### config.mk
export PLATFORM = sky130hd
export DESIGN_NAME = rr_arbiter8
export DESIGN_NICKNAME = d
export VERILOG_FILES = /design/src/rtl/rr_arbiter8.sv
export SDC_FILE = /design/constraint.sdc
export NUM_CORES = 1
export LEC_CHECK = 0
export CELL_PAD_IN_SITES_DETAIL_PLACEMENT = 0
export CELL_PAD_IN_SITES_GLOBAL_PLACEMENT = 1
export CORE_MARGIN = 4
export CORE_UTILIZATION = 45
export CTS_BUF_LIST = sky130_fd_sc_hd__clkbuf_16
export DETAILED_ROUTE_END_ITERATION = 7
export GPL_TIMING_DRIVEN = 0
export PLACE_DENSITY = 0.85
export SLEW_MARGIN = 25
export SYNTH_ARGS = -nofsm -noshare
export SYNTH_HDL_FRONTEND = slang
export SYNTH_SLANG_ARGS = --single-unit
### constraint.sdc
create_clock -name clk -period 4.6 [get_ports clk]
set_clock_uncertainty 0.15 [all_clocks]
set_input_delay 0.92 -clock clk [delete_from_list [all_inputs] [get_ports clk]]
set_output_delay 0.92 -clock clk [all_outputs]
set_load 0.03 [all_outputs]
### src/rtl/rr_arbiter8.sv
// rr_arbiter8: eight-requester round-robin arbiter with registered one-hot grant.
// Optional macro ARB_TIMEOUT_EN enables the MAX_HOLD forced-revoke logic.
// Ports:
//   clk         rising-edge clock
//   rst_n       asynchronous active-low reset
//   req[7:0]    level-sensitive request vector
//   grant[7:0]  registered grant, one-hot or zero
//   grant_valid registered, high when grant is non-zero
//   timeout     registered one-cycle pulse on forced revoke (0 when macro absent)
module rr_arbiter8 #(
  parameter int MAX_HOLD = 16
) (
  input  logic       clk,
  input  logic       rst_n,
  input  logic [7:0] req,
  output logic [7:0] grant,
  output logic       grant_valid,
  output logic       timeout
);
  typedef enum logic {IDLE, GRANT} state_t;
`ifdef ARB_TIMEOUT_EN
  localparam bit TO_EN = 1'b1;
`else
  localparam bit TO_EN = 1'b0;
`endif
  localparam logic [7:0] LIM = 8'(MAX_HOLD - 1);
  state_t     state_q, state_d;
  logic [2:0] ptr_q, ptr_d;
  logic [7:0] grant_q, grant_d;
  logic [7:0] hold_q, hold_d;
  logic       gv_q, timeout_q, timeout_d;
  logic [7:0] pick;
  logic [2:0] own;
  logic       own_req;
  logic       found;
  logic [2:0] j;
  // First set request scanning circularly upward from ptr_q.
  always_comb begin
    pick = 8'h00;
    found = 1'b0;
    j = 3'd0;
    for (int i = 0; i < 8; i++) begin
      j = ptr_q + 3'(i);
      if (!found && req[j]) begin
        pick[j] = 1'b1;
        found = 1'b1;
      end
    end
  end
  always_comb begin
    own = 3'd0;
    for (int i = 0; i < 8; i++) if (grant_q[i]) own = 3'(i);
  end
  assign own_req = |(req & grant_q);
  always_comb begin
    state_d = state_q;
    ptr_d = ptr_q;
    grant_d = grant_q;
    hold_d = hold_q;
    timeout_d = 1'b0;
    if (state_q == IDLE) begin
      if (found) begin
        grant_d = pick;
        hold_d = 8'd0;
        state_d = GRANT;
      end
    end else if (!own_req || (TO_EN && hold_q == LIM)) begin
      // Release takes precedence: timeout only flags when the owner still requests.
      timeout_d = own_req;
      grant_d = 8'h00;
      ptr_d = own + 3'd1;
      state_d = IDLE;
    end else begin
      hold_d = (hold_q == 8'hFF) ? hold_q : hold_q + 8'd1;
    end
  end
  always_ff @(posedge clk or negedge rst_n) begin
    if (!rst_n) begin
      state_q <= IDLE;
      ptr_q <= 3'd0;
      grant_q <= 8'h00;
      hold_q <= 8'd0;
      gv_q <= 1'b0;
      timeout_q <= 1'b0;
    end else begin
      state_q <= state_d;
      ptr_q <= ptr_d;
      grant_q <= grant_d;
      hold_q <= hold_d;
      gv_q <= |grant_d;
      timeout_q <= timeout_d;
    end
  end
  assign grant = grant_q;
  assign grant_valid = gv_q;
  assign timeout = timeout_q;
endmodule

* Word-level counts from Yosys, hierarchy flattened
Cells that the tools add are included.
** Word-level totals
- Register bits :: 13
- Output and inout port bits :: 10
- Word-level logic and storage cells :: 123
** Cells by class
- $add $sub $neg :: 8
- Magnitude comparators :: 16
- Muxes and demuxes :: 61
- Bitwise operators :: 9
- Reductions and logical operators :: 25
** Operators by type and width (count)
- $mux 8 :: 11
- $or 8x8->8 :: 7
- $lt 3x4->1 const B :: 8
- $mux 1 :: 28
- $bmux 1 s3 :: 8
- $demux 1 s3 :: 8
- $ge 3x1->1 const B :: 8
- $mux 3 :: 6
- $reduce_or 8->1 :: 2
- $logic_and 1x1->1 :: 15
- $add 3x3->3 const B :: 4
- $and 8x8->8 :: 1
- $logic_not 1->1 :: 7
- $add 3x1->3 const B :: 2
- $add 3x2->3 const B :: 2
- $reduce_and 2->1 :: 1
- $not 1->1 :: 1

* Logic depth before layout (Yosys ltp)
- Word-level depth :: 27
- Mapped depth :: 15

* Worst setup path before layout
No wires, ideal clock.
- Kind :: reg2reg
- From :: reg ptr_q[0]
- To :: reg gv_q (netlist: grant_valid)
- Arrival time :: 3.506 ns
- Data required time :: 4.311 ns
- Path slack :: 0.805 ns
- Cell stages (with the launch flop) :: 14
- Path buffers :: 3
- Period minus slack after synthesis :: 3.795 ns
- Path through :: dfrtp_1 buf_6 buf_12 inv_2 ha_1 buf_4 mux4_2 nor4_2 o41ai_4 nor3_2 a221oi_4 or3b_1 a211o_1 or4b_1
** Between the ends
- Word-level cells in the longest chain between the ends :: 27
- Elaborated cells between the ends (all ways) :: 103
- Those cells by class :: add/sub (7); order compare (16); mux (50); bitwise (7); reduce/logical (23)
** Ends and longest elaborated chain
- start: declaration :: RTL line 28 : logic [2:0] ptr_q, ptr_d;
- start signal: assignment :: RTL line 87 : ptr_q <= ptr_d;
- parallel branches: the longest is 24 deep, another holds $lt 3x4->1
- $mux 8 * :: RTL line 62 : if (found) begin
- $mux 8 * :: RTL line 61 : if (state_q == IDLE) begin
- $reduce_or 8->1 * :: RTL line 90 : gv_q <= |grant_d;
- end signal: assignment :: RTL line 90
- end: declaration :: RTL line 31 : logic gv_q, timeout_q, timeout_d;
Mark *: on every way between the ends. The select of a mux whose other input is x is not followed.
A chain may end at the register's enable or synchronous reset.

* Final worst setup path
- From :: in req[6]
- To :: reg gv_q (netlist: grant_valid)
** Between the ends
- Word-level cells in the longest chain between the ends :: 27
- Elaborated cells between the ends (all ways) :: 59
- Those cells by class :: mux (35); bitwise (8); reduce/logical (16)
** Ends and longest elaborated chain
- start: declaration :: RTL line 15 : input logic [7:0] req,
- $bmux 1 s3 :: RTL line 44 : if (!found && req[j]) begin
- $mux 1 (implied by the code) :: RTL line 44
- $mux 1 :: RTL line 44
- $logic_not 1->1 :: RTL line 44
- $logic_and 1x1->1 :: RTL line 44
- $mux 1 :: RTL line 44
- $logic_not 1->1 :: RTL line 44
- $logic_and 1x1->1 :: RTL line 44
- [... 11 more ...]
- $logic_and 1x1->1 :: RTL line 44
- $mux 1 :: RTL line 44
- $logic_not 1->1 :: RTL line 44
- $logic_and 1x1->1 :: RTL line 44
- $mux 8 / $mux 1 (equally long branches) :: RTL line 44
- $mux 8 :: RTL line 62
- $mux 8 * :: RTL line 61
- $reduce_or 8->1 * :: RTL line 90
Every way passes the cells marked *; elsewhere a longest branch is shown, timed or not. The select of a mux whose other input is x is not followed.

==> reports/metrics.cfg <==
[routing]
drt_iter0_markers=144
detail_route.wl_per_cell_um=21.47
vias_per_cell=6.767
antenna_left=0
drc=0
via_count=1827
first_pass_drt_iterations=4
wl_mm=5.798

[floorplan]
placeableCoreArea_sq_um=4058
dieWidth_um=73.25
floorplan.die_area_sq_um=5365
design.portCount=20
die_h_um=73.25
core.rowCount=23
initial_utilization_pct=47.21

[cells_and_area]
post-route-cell-area_sq_um=2293
antenna_cells=0
layout_common_cells=21 x nand2_1, 18 x clkdlybuf4s50_1, 13 x dfrtp_1
final_layout_size_suffix_gt1_share_pct=20.00
finalNetCount=238
areaGrowthSynthToFinish_pct=19.73
mostFrequentLayoutCell=nand2_1

[synthesis]
synth.top_cell.area_share_pct=16.98
number_of_instances_in_the_synthesized_netlist=197
yosysWarnings=0
asyncSetResetFlopFracSynth_pct=100.0
number_of_enable_flip_flop_cells_after_synthesis=0
synth.cell_area_sq_um=1916
synth_flop_cell=dfrtp_1
ys_seq_area_share_pct=16.98
postSynthAreaPerCell_sq_um=9.724
ys_types=53
synth.top_cells.by_area=dfrtp_1 17%, mux4_2 12%, mux2i_1 5.7%
synthesis.nets=214
synth_area_leader_cell=dfrtp_1
synth-seq-cells=13

[worst_setup_path]
setup.worst_path.class=primary input to flip-flop
cp.buffers_inverters=2
critPathArrivalTime_ns=4.29
crit_path_end_kind=flip-flop
worst_path_max_delay_cell=mux4_2
biggest_fanout_along_the_worst_timing_path=10
critical_path.top_delay_family=simple AND/OR/NAND/NOR gates
critical-path-max-stage-delay_ns=0.64
chain_of_cells_forming_the_critical_path=clkdlybuf4s50_1 -> mux4_2 -> nor4b_4 -> o41ai_2 -> o31ai_4 -> buf_4 -> nand2_1 -> a211o_1 -> or4b_1
critical_path_required_ns=4.56
timing.critical_path.from_type=primary input

[cts]
cts_tree=done
worstSkewPairLatency_ns=0.24
clock_root_cell=clkbuf_16
cts.repair_timing.setup_buffer_count=0
ctsHtreeMaxLevel=1
cts.sinks=13
clk_transition_reported_paths_ns=0.04
cts_buffers=3
clk_path_buf_depth=2

[sta]
finalCriticalPeriod_ns=4.328
worst_slew_pin_slew_ns=0.6798
setup_repair_after_global_routing_missed_its_margin=no
setup-violations-final=0
slew-limit-headroom_pct=54.19
timing_hold_violations_final=0
peak_clock_frequency_supported_by_timing_mhz=231.1
timing.final.max_slew_violations=0
period_share_pct=94.08

[place]
hpwl_mm=4.139
io_buffer_count=18
routability_cong=0.9561
placed_cell_area_sq_um=2158

[grt]
first_global_vias=1794
grt_max_degree=14
grt_use_total_pct=22.87
grt_first_pass_wirelength_mm=9.522
grt_antenna_before_repair=0
grt_overflow=0

[flow_run]
maxCapViolCount=0

[worst_hold_path]
timing.hold.worst.class=flip-flop to flip-flop

[status]
outcome=complete, no violations

[final timing paths]
path,cells after the start,slack (ns),start,endpoint
min in group asynchronous,1,0.92,rst_n,state_q$_DFF_PN0_
worst min register to register,2,0.38,state_q$_DFF_PN0_,state_q$_DFF_PN0_
worst max-delay path,9,0.27,req[6],grant_valid$_DFF_PN0_
worst min-delay path,2,0.38,state_q$_DFF_PN0_,state_q$_DFF_PN0_
worst max register to register,13,0.46,ptr_q[0]$_DFFE_PN0P_,grant_valid$_DFF_PN0_
max in group asynchronous,1,2.98,rst_n,grant[5]$_DFF_PN0_
[worst min-delay path, stage by stage, from the launching register on]
cell     delay, ns
dfrtp_1       0.38
nand2_1       0.06
nand2_1       0.06
[kinds of logic (layout without fill, tap and decap cells)]
logic type / after synthesis / count (layout) / share of synthesized area [%]
mux: 32 / 32 / 27.30
buf+inv: 19 / 41 / 6.792
simple gates: 70 / 70 / 20.84
xor+xnor: 4 / 4 / 2.221
other cells: 1 / 1 / 0.1958
fa+ha+maj: 7 / 7 / 4.572
compound gates: 51 / 52 / 21.10
flops: 13 / 13 / 16.98
[synthesized netlist by cell type, types with 2 or more instances]
| cell type | count |
|---|---|
| inv_1 | 6 |
| mux4_2 | 10 |
| and3_1 | 3 |
| mux2i_1 | 11 |
| dfrtp_1 | 13 |
| xor2_1 | 2 |
| buf_6 | 4 |
| o211ai_1 | 2 |
| nand2_1 | 21 |
| mux2_2 | 3 |
| mux2_4 | 2 |
| o21ai_0 | 6 |
| clkbuf_1 | 3 |
| a22oi_1 | 4 |
| ha_1 | 7 |
| a31o_2 | 3 |
| nand3_1 | 11 |
| nor2_1 | 12 |
| a32o_1 | 2 |
| a211oi_1 | 5 |
| nor3_1 | 3 |
| a2111oi_0 | 3 |
| buf_4 | 3 |
| a21oi_1 | 9 |
| nor4_1 | 3 |
| and2_1 | 2 |
| mux4_1 | 3 |
| nand4_1 | 6 |
| mux2_1 | 2 |
| o31ai_1 | 8 |
| nor4_2 | 3 |
[repair_timing]
action,in CTS,in global routing
hold buffers,0,0
resized for setup,0,5
endpoints found under the setup margin,0,1
[per-layer routing]
metal	up-vias	global-route usage (%)	share of wire, %
met5	-	0	0
met4	0	6.557	1.8
met2	94	35.45	48
li1	837	-	-
met3	10	3.444	7.6
met1	886	32.90	43
[flip-flops by register name, summed over array words and instances, names as in the netlist]
signal,cells
state_q,1
grant,8
ptr_q,3
grant_valid,1
[cell type report]
type                            instances  area, sq um
Buffer                                 12        103.9
Clock buffer                            3        75.07
Clock inverter                          1        3.754
Fill cell                             356         1764
Inverter                                7        26.28
Multi-Input combinational cell        166         1516
Sequential cell                        13        325.3
Tap cell                               50        62.56
Timing Repair Buffer                   18        180.2
[per-stage QoR]
step                      setup WS [ns]  util (%)  std cells  hold WS (ns)  setup TNS, ns
after floorplan                  0.8054         -        197        0.3383              0
after global placement         -0.05876     53.19        265        0.3780       -0.05876
after detailed placement       -0.05453     53.19        265        0.3703       -0.05453
after CTS                        0.1847     55.13        269        0.3805              0
after global routing            0.04801     56.52        270        0.4151              0
final                            0.2723     56.52        270        0.3779              0
Power is not shown: default switching activity piles up to over one toggle a cycle in this logic, so the estimate is an artifact.
==> RTL change 1 (same flow settings) <==
Add a define of `ARB_TIMEOUT_EN`.
--- a/src/rtl/rr_arbiter8.sv
+++ b/src/rtl/rr_arbiter8.sv
@@ -7,6 +7,8 @@
 //   grant[7:0]  registered grant, one-hot or zero
 //   grant_valid registered, high when grant is non-zero
 //   timeout     registered one-cycle pulse on forced revoke (0 when macro absent)
+`define ARB_TIMEOUT_EN
+
 module rr_arbiter8 #(
   parameter int MAX_HOLD = 16
 ) (
Check against the original RTL: no difference found for any inputs over 10 cycles, from zero or initial values and one cycle with rst_n low; that may be too few to reach the edited logic, so the function may still have changed.
==> RTL change 1 against the unedited design <==
  * Wire length rose by 3.7%
  * Sequential cell count rose by 9
  * Area after synthesis rose by 12%
  * First-iteration DRC count rose by 9.7%
  * Fmax fell by 3.8%
  * Final area rose by 14%
  * Setup slack got worse by 170 ps
==> RTL change 1: results (changes against the unedited design) <==
Yosys cell types = 50 (was 53)
GRT Util Overall = 0.202 (was 0.229)
largest net degree at the start of global routing = 23 (was 14)
outcome = complete, no violations (unchanged)
Clk pin slew, worst setup/hold paths = 70 ps (was 40 ps)
Mapped Cells = 225 (was 197)
global-route wire length before repair = 9840 um (was 9520 um)
top cell type's share of synthesized area = 0.256 (was 0.170)
met3 GRT Util = 0.0293 (was 0.0344)
wire per inst = 19.5 um (was 21.5 um)
post-DP HPWL = 4220 um (was 4140 um)
Final Wtd Congestion = 0.913 (was 0.956)
sequential cell area fraction in the yosys report = 0.256 (was 0.170)
slowest stage delay, CP = 540 ps (was 640 ps)
CP max FO = 8 (was 10)
number of global-route vias before repair = 1952 (was 1794)
Worst Path Arrival = 4480 ps (was 4290 ps)
Area contributors post-synth = dfrtp_1 (26%), mux4_2 (9.4%), mux4_1 (4.9%) (was dfrtp_1 (17%), mux4_2 (12%), mux2i_1 (5.7%))
slowest CP cell = mux4_1 (was mux4_2)
initial DRC count = 158 (was 144)
Via Count = 2079 (was 1827)
synth cell count leaders = dfrtp_1 (22), nand2_1 (18), nor2_1 (13) (was nand2_1 (21), dfrtp_1 (13), nor2_1 (12))
met1 track demand over resource = 0.299 (was 0.329)
commonest non-fill, non-tap cell in the layout = dfrtp_1 (was nand2_1)
syn nets = 243 (was 214)
## RTL change 1: cell types whose count changed after synthesis, sizes merged, moves of 5 or more
cell,before,now
nand3,11,6
o21ai,6,12
mux2i,12,6
a21oi,9,4
a311oi,0,6
dfrtp,13,22
nor2b,0,5
o31ai,9,2
## RTL change 1: layout make-up
| type | instances | area (um2) | share of cell area |
|---|---|---|---|
| repair buffers | 27 | 216 | 0.0831 |
| multi-input cells | 180 | 1530 | 0.589 |
| well taps | 52 | 65.1 | 0.0250 |
| plain buffers | 15 | 97.6 | 0.0374 |
| flip-flops and latches | 22 | 552 | 0.212 |
| clock buffers | 3 | 75.1 | 0.0288 |
| clock inverters | 1 | 30.0 | 0.0115 |
| inverters | 8 | 36.3 | 0.0139 |
## RTL change 1: power by group through the flow
stage / combinational, uW / clock, uW / sequential, uW
after floorplan: 1090 / 0 / 351
after global placement: 1450 / 0 / 327
after detailed placement: 1450 / 0 / 327
after CTS: 1560 / 247 / 313
after global routing: 1800 / 260 / 327
final: 1660 / 248 / 318
## RTL change 1: worst paths after layout
check,from,to,cells after the start,slack [ps]
max,ptr_q[2],grant_valid,13,100
min,hold_q[1],hold_q[1],2,410
max reg2reg,ptr_q[2],grant_valid,13,100
min reg2reg,hold_q[1],hold_q[1],2,410
max in group asynchronous,rst_n,ptr_q[1],1,3460
min in group asynchronous,rst_n,hold_q[6],1,460
## RTL change 1: logic make-up (layout without fill, tap and decap cells)
group / after synthesis / in the layout / share of synthesized area
AOI/OAI and AO/OA: 55 / 55 / 0.192
DFF: 22 / 22 / 0.256
adders and majority gates: 8 / 8 / 0.0466
xor gates and xnor gates: 9 / 9 / 0.0367
muxes: 26 / 26 / 0.210
and+or+nand+nor: 82 / 82 / 0.214
buffers and inverters: 23 / 54 / 0.0448
## RTL change 1: metal layers
metal | up-vias | share of wire
met5 | - | 0
met2 | 77 | 0.46
met4 | 0 | 0.017
met1 | 1032 | 0.48
li1 | 954 | -
met3 | 16 | 0.048
## RTL change 1: worst max-delay path: cells and delay by family, from the launching register on
family | cells | cell delay, ps
buffers and inverters | 3 | 420
AOI/OAI and AO/OA | 3 | 560
adders and majority gates | 1 | 310
muxes | 2 | 870
DFF | 1 | 400
and+or+nand+nor | 4 | 1660
## RTL change 1: metrics by stage
stage	setup TNS, ps	setup slack [ps]	power (uW)	area (um2)
after global routing	-19.1	-19.1	2390	2610
after global placement	-1140	-665	1780	2400
after floorplan	0	71.4	1440	2150
after detailed placement	-1060	-617	1780	2400
after CTS	0	22.7	2120	2570
final	0	101	2230	2610
## RTL change 1: repair_timing
action                     in CTS  in global routing
pin swaps                       1                  6
gates resized for setup        22                 22
buffers inserted                3                  5
setup endpoints to repair       5                  1
==> RTL change 2 (config.mk and constraints unchanged) <==
Made on the original files. Reset style: synchronous (`rst_n`), changed in one clocked block. Comments in the files are not updated.
--- a/src/rtl/rr_arbiter8.sv
+++ b/src/rtl/rr_arbiter8.sv
@@ -74,7 +74,7 @@
       hold_d = (hold_q == 8'hFF) ? hold_q : hold_q + 8'd1;
     end
   end
-  always_ff @(posedge clk or negedge rst_n) begin
+  always_ff @(posedge clk) begin
     if (!rst_n) begin
       state_q <= IDLE;
       ptr_q <= 3'd0;
Function: differs if rst_n is asserted again (counterexample within 4 cycles, from zero or initial values and one cycle with rst_n low); with rst_n held inactive, the same outputs for 10 cycles.
==> RTL change 2 against the unedited design <==
  * Area after synthesis grew 9.3%
  * Sequential share of layout area shrank 3.4 points
  * Sequential cell count is the same
  * Setup slack lost 25 ps
  * Register-to-register slack lost 210 ps
  * Final area grew 5.5%
  * Die area grew 8.2%
  * Wire length grew 21%
  * Global-route usage grew 0.46 points
  * Critical path type is now reg2reg
  * Largest cell class unchanged
Power is not shown: default switching activity piles up to over one toggle a cycle in this logic, so the estimate is an artifact.
==> RTL change 2: results (changes against the unedited design) <==
outcome = complete, no violations (unchanged)
GRT Util Overall = 0.233 (was 0.229)
worst skew pair latency = 240 ps (about the same)
met1 track demand over resource = 0.332 (was 0.329)
CP max FO = 10 (unchanged)
crit end category = flop (unchanged)
R2R cell count = 15 (was 13)
Slew headroom = 0.329 (was 0.542)
diode count = 0 (unchanged)
met2 wire length = 3170 um (was 2770 um)
final net count = 302 (was 238)
Area contributors post-synth = mux4_2 (14%), dfxtp_1 (12%), mux2i_1 (6.7%) (was dfrtp_1 (17%), mux4_2 (12%), mux2i_1 (5.7%))
Via Count = 2426 (was 1827)
met2 Usage GRT = 0.353 (was 0.355)
slowest stage delay, CP = 530 ps (was 640 ps)
share of post-route cells with drive strength above 1 = 0.130 (was 0.200)
global-route wire length before repair = 11300 um (was 9520 um)
largest net degree at the start of global routing = 11 (was 14)
slowest CP cell = mux4_2 (unchanged)
wire per inst = 20.9 um (was 21.5 um)
sequential cell area fraction in the yosys report = 0.124 (was 0.170)
commonest register cell after synthesis = dfxtp_1 (was dfrtp_1)
top cell type's share of synthesized area = 0.140 (was 0.170)
DRT met1 WL = 2820 um (was 2480 um)
number of gates resized after cts = 2 (was 0)
Syn. warnings = 0 (unchanged)
synth cell count leaders = nor2_1 (26), nand3_1 (24), nand2_1 (20) (was nand2_1 (21), dfrtp_1 (13), nor2_1 (12))
DR top layer = met4 (unchanged)
crit-path leading delay family = buffers and inverters (was simple AND/OR/NAND/NOR gates)
ys async rst share = 0 (was 1.00)
Post-CTS Setup Inserts = 0 (unchanged)
1st-pass router iterations = 5 (was 4)
syn nets = 282 (was 214)
Yosys cell types = 54 (was 53)
antenna violations before repair = 0 (unchanged)
initial DRC count = 386 (was 144)
Hold Path Stages = 2 (unchanged)
depth of the CTS H-tree = 1 (unchanged)
worst hold path class = reg2reg (unchanged)
number of buffers added on ports = 15 (was 18)
Final Wtd Congestion = 1.05 (was 0.956)
CTS Root Cell = clkbuf_16 (unchanged)
post-DP HPWL = 5180 um (was 4140 um)
met3 GRT Util = 0.0319 (was 0.0344)
number of global-route vias before repair = 2172 (was 1794)
routed wl met3 = 746 um (was 442 um)
RTL change 2: cell count changes in the layout (fill, tap and decap cells not counted), moves of 7 or more:
| cell | unedited run | this run |
|---|---|---|
| a31oi_1 | 1 | 8 |
| nor2_1 | 12 | 25 |
| dfrtp_1 | 13 | 0 |
| clkbuf_1 | 3 | 14 |
| nand3_1 | 11 | 24 |
| dfxtp_1 | 0 | 13 |
| and2_1 | 2 | 11 |
RTL change 2: area by class of cell:
type,count,area (um2)
Fill cell,427,2000
Multi-Input combinational cell,223,1720
Sequential cell,13,260
Timing Repair Buffer,15,150
Buffer,22,119
Clock buffer,3,75.1
Tap cell,52,65.1
Inverter,7,26.3
Clock inverter,1,3.75
RTL change 2: through the flow:
stage,instances,TNS [ps],setup WS (ps),area (um2),utilization
2_1_floorplan,265,0,522,2090,-
3_3_place_gp,332,-169,-169,2310,0.523
3_5_place_dp,332,-121,-121,2310,0.523
4_1_cts,336,0,42.4,2390,0.541
5_1_grt,336,0,14.9,2420,0.548
6_report,336,0,248,2420,0.548
RTL change 2: worst min-delay path, cell delays in order, from the launching register on:
cell and delay, ps:
dfxtp_1 360, a31oi_1 150, nor2_1 50
RTL change 2: final timing paths:
check                end  slack, ps  startpoint
max          grant_valid        250    ptr_q[0]
min             grant[7]        460    grant[7]
max reg2reg  grant_valid        250    ptr_q[0]
min reg2reg     grant[7]        460    grant[7]
RTL change 2: cell families (layout without fill, tap and decap cells):
kind of cell,after synthesis,in the layout,synth area share
compound gates,70,70,0.253
buf+inv,29,48,0.0669
fa+ha+maj,7,7,0.0418
mux,33,33,0.239
simple gates,107,107,0.252
xor+xnor,5,5,0.0209
other cells,1,1,0.00179
flops,13,13,0.124
